[config.mk]
export PLATFORM = sky130hd
export DESIGN_NAME = tft_pixel_writer
export DESIGN_NICKNAME = d
export VERILOG_FILES = /design/src/rtl/tft_pkg.sv /design/src/rtl/tft_burst_buf.sv /design/src/rtl/tft_pixel_writer.sv
export SDC_FILE = /design/constraint.sdc
export NUM_CORES = 1
export LEC_CHECK = 0
export CORE_MARGIN = 10
export CORE_UTILIZATION = 27
export DETAILED_ROUTE_END_ITERATION = 10
export SYNTH_ARGS = -nofsm -noshare
export SYNTH_HDL_FRONTEND = slang
export SYNTH_SLANG_ARGS = --single-unit
[constraint.sdc]
create_clock -name clk -period 7.15 [get_ports clk]
set_clock_uncertainty 0.15 [all_clocks]
set_input_delay 1.43 -clock clk [delete_from_list [all_inputs] [get_ports clk]]
set_output_delay 1.43 -clock clk [all_outputs]
set_load 0.02 [all_outputs]
[src/rtl/tft_pkg.sv]
// Shared types and constants for the TFT pixel writer path.
package tft_pkg;

  localparam int TFT_ROW_W  = 9;
  localparam int TFT_COL_W  = 10;
  localparam int TFT_PAGE_W = 3;
  localparam int TFT_ADDR_W = TFT_PAGE_W + TFT_ROW_W + TFT_COL_W;

  // Visible panel area; the address counters upstream stay inside it.
  localparam int PANEL_ROWS = 480;
  localparam int PANEL_COLS = 800;

  typedef enum logic [1:0] {COLLECT, REQ, XFER} wr_state_t;

  // SDRAM word address of a pixel: {page, row, col}.
  function automatic logic [TFT_ADDR_W-1:0] pack_addr(
    input logic [TFT_PAGE_W-1:0] page,
    input logic [TFT_ROW_W-1:0]  row,
    input logic [TFT_COL_W-1:0]  col
  );
    return {page, row, col};
  endfunction

endpackage

[src/rtl/tft_burst_buf.sv]
// Burst staging buffer: BURST_LEN x 16 register file.
// Writes land at index 'count' and bump it; reads are asynchronous.
module tft_burst_buf
  import tft_pkg::*;
#(
  parameter  int BURST_LEN = 8,
  localparam int IDX_W     = $clog2(BURST_LEN),
  localparam int CNT_W     = IDX_W + 1
) (
  input  logic             clk,
  input  logic             sclr,
  input  logic             push,
  input  logic             clr,
  input  logic [15:0]      din,
  input  logic [IDX_W-1:0] rd_idx,
  output logic [15:0]      rd_data,
  output logic [CNT_W-1:0] count
);

  logic [BURST_LEN-1:0][15:0] mem;

  // Append on push; clr empties the buffer once a burst has drained.
  always_ff @(posedge clk) begin
    if (sclr) begin
      mem   <= '0;
      count <= '0;
    end else if (clr) begin
      count <= '0;
    end else if (push && (count < CNT_W'(BURST_LEN))) begin
      mem[count[IDX_W-1:0]] <= din;
      count                 <= count + CNT_W'(1);
    end
  end

  assign rd_data = mem[rd_idx];

endmodule

[src/rtl/tft_pixel_writer.sv]
// TFT pixel writer: pops pixels from the command controller's one-word FIFO,
// packs address-contiguous runs into bursts and feeds the SDRAM write port.
// Optional macro TFT_WR_STATS_EN enables the saturating burst counter.
module tft_pixel_writer
  import tft_pkg::*;
#(
  parameter int BURST_LEN = 8,
  parameter int TIMEOUT   = 1024,
  parameter int ROW_W     = TFT_ROW_W,
  parameter int COL_W     = TFT_COL_W,
  parameter int PAGE_W    = TFT_PAGE_W
) (
  input  logic                          clk,
  input  logic                          sclr,
  input  logic                          fifo_full,
  input  logic [15:0]                   fifo_data,
  output logic                          fifo_rd_req,
  output logic                          startup_inc,
  input  logic [ROW_W-1:0]              row_add,
  input  logic [COL_W-1:0]              col_add,
  input  logic [PAGE_W-1:0]             page_set,
  output logic                          wr_req,
  input  logic                          wr_ack,
  output logic [PAGE_W+ROW_W+COL_W-1:0] wr_addr,
  output logic [$clog2(BURST_LEN):0]    wr_len,
  input  logic                          wr_data_req,
  output logic [15:0]                   wr_data,
  output logic                          wr_done,
  output logic [15:0]                   burst_cnt
);

  localparam int IDX_W  = $clog2(BURST_LEN);
  localparam int CNT_W  = IDX_W + 1;
  localparam int IDLE_W = $clog2(TIMEOUT);
  localparam int ADDR_W = PAGE_W + ROW_W + COL_W;

  wr_state_t         state;
  logic [CNT_W-1:0]  count;
  logic [IDX_W-1:0]  rd_ptr;
  logic [IDLE_W-1:0] idle_cnt;
  logic              guard;
  logic [PAGE_W-1:0] last_page;
  logic [ROW_W-1:0]  last_row;
  logic [COL_W-1:0]  last_col;
  logic [ADDR_W-1:0] base;
  logic              contig, pop, flush, done;

  // Pop/flush/done decisions. Column contiguity is checked one bit wider so
  // that col 0 following the top column never counts as a continuation.
  always_comb begin
    contig = (page_set == last_page) && (row_add == last_row) &&
             ({1'b0, col_add} == ({1'b0, last_col} + (COL_W+1)'(1)));
    pop    = (state == COLLECT) && fifo_full && !guard &&
             (count < CNT_W'(BURST_LEN)) && ((count == '0) || contig);
    flush  = (state == COLLECT) && (count != '0) && !pop &&
             ((count == CNT_W'(BURST_LEN)) ||
              (fifo_full && !guard && !contig) ||
              (idle_cnt == IDLE_W'(TIMEOUT-1)));
    done   = (state == XFER) && wr_data_req &&
             ({1'b0, rd_ptr} == (count - CNT_W'(1)));
  end

  tft_burst_buf #(.BURST_LEN(BURST_LEN)) u_buf (
    .clk     (clk),
    .sclr    (sclr),
    .push    (pop),
    .clr     (done),
    .din     (fifo_data),
    .rd_idx  (rd_ptr),
    .rd_data (wr_data),
    .count   (count)
  );

  // Collect / request / transfer sequencing with registered handshake outputs.
  // guard mirrors the pop pulse so the next pop waits for upstream to settle.
  always_ff @(posedge clk) begin
    if (sclr) begin
      state       <= COLLECT;
      rd_ptr      <= '0;
      idle_cnt    <= '0;
      guard       <= 1'b0;
      fifo_rd_req <= 1'b0;
      startup_inc <= 1'b0;
      wr_req      <= 1'b0;
      wr_addr     <= '0;
      wr_len      <= '0;
      wr_done     <= 1'b0;
      last_page   <= '0;
      last_row    <= '0;
      last_col    <= '0;
      base        <= '0;
    end else begin
      fifo_rd_req <= pop;
      startup_inc <= pop;
      guard       <= pop;
      wr_done     <= done;
      case (state)
        COLLECT: begin
          if (pop) begin
            idle_cnt  <= '0;
            last_page <= page_set;
            last_row  <= row_add;
            last_col  <= col_add;
            if (count == '0) base <= pack_addr(page_set, row_add, col_add);
          end else if (flush) begin
            state    <= REQ;
            wr_req   <= 1'b1;
            wr_addr  <= base;
            wr_len   <= count;
            idle_cnt <= '0;
          end else if (count != '0) begin
            idle_cnt <= idle_cnt + IDLE_W'(1);
          end
        end
        REQ: begin
          if (wr_ack) begin
            wr_req <= 1'b0;
            rd_ptr <= '0;
            state  <= XFER;
          end
        end
        XFER: begin
          if (wr_data_req) begin
            if (done) state <= COLLECT;
            else      rd_ptr <= rd_ptr + IDX_W'(1);
          end
        end
        default: state <= COLLECT;
      endcase
    end
  end

`ifdef TFT_WR_STATS_EN
  // Accepted-burst counter, saturating at all-ones.
  always_ff @(posedge clk) begin
    if (sclr)
      burst_cnt <= '0;
    else if ((state == REQ) && wr_ack && (burst_cnt != 16'hFFFF))
      burst_cnt <= burst_cnt + 16'd1;
  end
`else
  assign burst_cnt = '0;
`endif

endmodule

==> summary.txt <==
CTS
  • H-tree Lvls: 1
  • CTS clk-pin slew, worst paths: 0.06 ns
  • Number of buffers added for setup after CTS: 0
  • Skew-Pair Late Insertion Delay: 0.52 ns
  • Hold-fix buffers, CTS: 0
  • Total CTS buffers: 24
  • CTS sink count: 220
  • Gates resized, CTS repair: 0
  • CTS Root Cell: clkbuf_16
  • CTS tree: done
  • CTS Buffer Depth: 3

Worst hold path
  • Worst min-delay path class: flip-flop to flip-flop

Routing
  • 1st-iter DRT viols: 363
  • Via count: 7368
  • Vias per cell: 4.619
  • WL per Instance: 16.16 microns
  • # DRC: 0
  • Pre-Repair DR Iteration Count: 4
  • Post-DRT Antenna Nets: 0
  • Final WL: 25780 microns

Global routing
  • Grt total ovfl: 0
  • GR Layer Usage met1: 13.96%
  • Antenna violations before repair: 1
  • Met3 global-route usage: 2.730%
  • GR Util met2: 17.62%
  • Vias in the first global route: 7663
  • Most Crowded Layer GR: met2
  • Largest net degree at the start of global routing: 91
  • GRT Overall Usage: 10.80%
  • First-pass GRT wire length: 42070 microns

Placement
  • Placed Area: 11500 sq um
  • GP Congestion: 0.7834
  • Worst slack at placement: 1.842 ns
  • Dpl hpwl: 16610 microns
  • Port bufs: 88

Synth
  • Yosys cell types: 58
  • Ys async rst share: 0%
  • Post-synth EDFFs: 0
  • Post-Syn Instances: 1045
  • Flops & latches, synth: 220
  • Dominant cell type by area after synthesis: dfxtp_1
  • Sequential area share after synthesis: 42.37%
  • Post-Synthesis Mean Instance Area: 9.947 sq um
  • Synth warn: 0
  • Top cell type's share of synthesized area: 42.37%
  • Synth area leaders: dfxtp_1 (42%), mux2i_1 (13%), nand2b_1 (8.1%)
  • Top_reg_cell synth: dfxtp_1
  • Mapped cell area: 10390 sq um

Timing
  • RSZ-0062 raised after global routing: no
  • Period utilization: 66.44%
  • Max frequency: 210.5 MHz
  • Final setup TNS: 0 ns
  • Final slew viol count: 0
  • Fin. Hold Viols: 0
  • Final setup viols: 0
  • Worst Slack Setup Final: 2.399 ns
  • Hold Worst Slack: 0.2996 ns
  • Measured slew at the worst slew-check pin: 1.206 ns
  • Final min period: 4.751 ns
  • Worst relative slew slack: 19.59%

Final layout
  • Final Net Count: 1117
  • Synthesis-to-layout area growth: 17.95%
  • Area occupied by multi-input gates: 5478 sq um
  • Post-Layout Inst Area: 12260 sq um
  • Commonest non-fill, non-tap cell in the layout: dfxtp_1
  • Most frequent cells in the layout: dfxtp_1 (218), mux2i_1 (136), nand2b_1 (134), clkdlybuf4s50_1 (87), o21ai_0 (65)
  • N_diodes: 0
  • Reg area: 4407 sq um
  • Share of cells above drive strength 1: 11.62%
  • # fillers: 3914

Status
  • Status: finished, final reports clean

Critical path
  • CP endpoint kind: flip-flop
  • Worst Setup Path Type: primary input to flip-flop
  • Critical Path AT: 4.96 ns
  • Maximum fanout along the worst path: 25
  • CP startpoint kind: primary input
  • WP data required: 7.35 ns

Die
  • Die area: 46750 sq um
  • Die extent in x: 216.2 microns
  • Ports: 105
  • FP Rows: 71
  • Core Box Area: 37840 sq um
  • Starting density of the core: 27.47%
  • Die Height: 216.2 microns

Power and ir drop
  • PD cells: 290.0 nW/um^2
  • Total design power: 3.556 mW
  • Worst IR Drop VDD: 0.0002011 V
  • Lkg Pwr: 4.814 nW

Flow run
  • Maximum capacitance violations: 0
[critical path: stages]
cell and delay [ns]:
clkdlybuf4s50_1 0.53, xor2_1 0.21, xnor2_1 0.11, or4_4 0.55, a2111oi_4 0.34, a31oi_4 0.35, or4_1 1.15, mux2i_1 0.27
[final cells by class]
type                       count  area share (%)
tap                          511           5.215
multi-input combinational    719           44.68
clock inverter                 7          0.6429
timing repair buffer          98           7.807
sequential                   220           35.94
inverter                       6          0.1837
clock buffer                  34           5.531
[metal layers]
| layer | vias up | share of wire [%] | wire length (microns) |
|---|---|---|---|
| li1 | 3651 | - | - |
| met1 | 3553 | 47 | 12200 |
| met2 | 123 | 45 | 11680 |
| met3 | 39 | 5.3 | 1362 |
| met4 | 2 | 2.0 | 527 |
| met5 | - | 0.043 | 11 |
[synth_stat cells (16+ instances only)]
cell / instances
a21oi_1: 55
buf_4: 17
clkbuf_1: 76
dfxtp_1: 220
mux2_2: 16
mux2i_1: 136
mux4_2: 32
nand2_1: 60
nand2b_1: 134
nor2_1: 33
nor2b_1: 19
o21ai_0: 65
or3b_2: 22
xnor2_1: 18
[power by group]
group	leakage, nW	switching [mW]	internal, mW
sequential	1.78	0.0965	1.36
combinational	2.66	0.510	0.393
clock	0.373	0.503	0.697
[through the flow]
step                util (%)  std cells
floorplan                  -       1060
global placement       30.40       1554
detailed placement     30.40       1554
CTS                    32.40       1595
global route           32.40       1595
finish                 32.40       1595
[kinds of logic (layout without fill, tap and decap cells)]
logic type / Yosys count / in the layout / synth area share (%)
mux: 184 / 184 / 21.76
flops: 220 / 220 / 42.37
xor+xnor: 29 / 29 / 2.443
compound gates: 153 / 153 / 8.546
fa+ha+maj: 5 / 5 / 0.6018
other cells: 1 / 16 / 0.03608
buf+inv: 121 / 145 / 5.621
simple gates: 332 / 332 / 18.62
[sequential cells by signal (all words and copies together), names as in the netlist]
register and flops:
u_buf.mem 128, base 22, wr_addr 22, idle_cnt 10, last_col 10, last_row 9, u_buf.count 4, wr_len 4
last_page 3, rd_ptr 3, state 2, guard 1, wr_done 1, wr_req 1
[worst paths after layout]
| path | startpoint | end | slack (ns) | cells after the start |
|---|---|---|---|---|
| setup reg to reg | last_col[0] | u_buf.mem[72] | 3.07 | 8 |
| hold / removal | base[17] | base[17] | 0.30 | 2 |
| setup / recovery | col_add[3] | u_buf.mem[72] | 2.40 | 8 |
| hold reg to reg | base[17] | base[17] | 0.30 | 2 |
No activity file was read; power rests on OpenSTA's default activity.
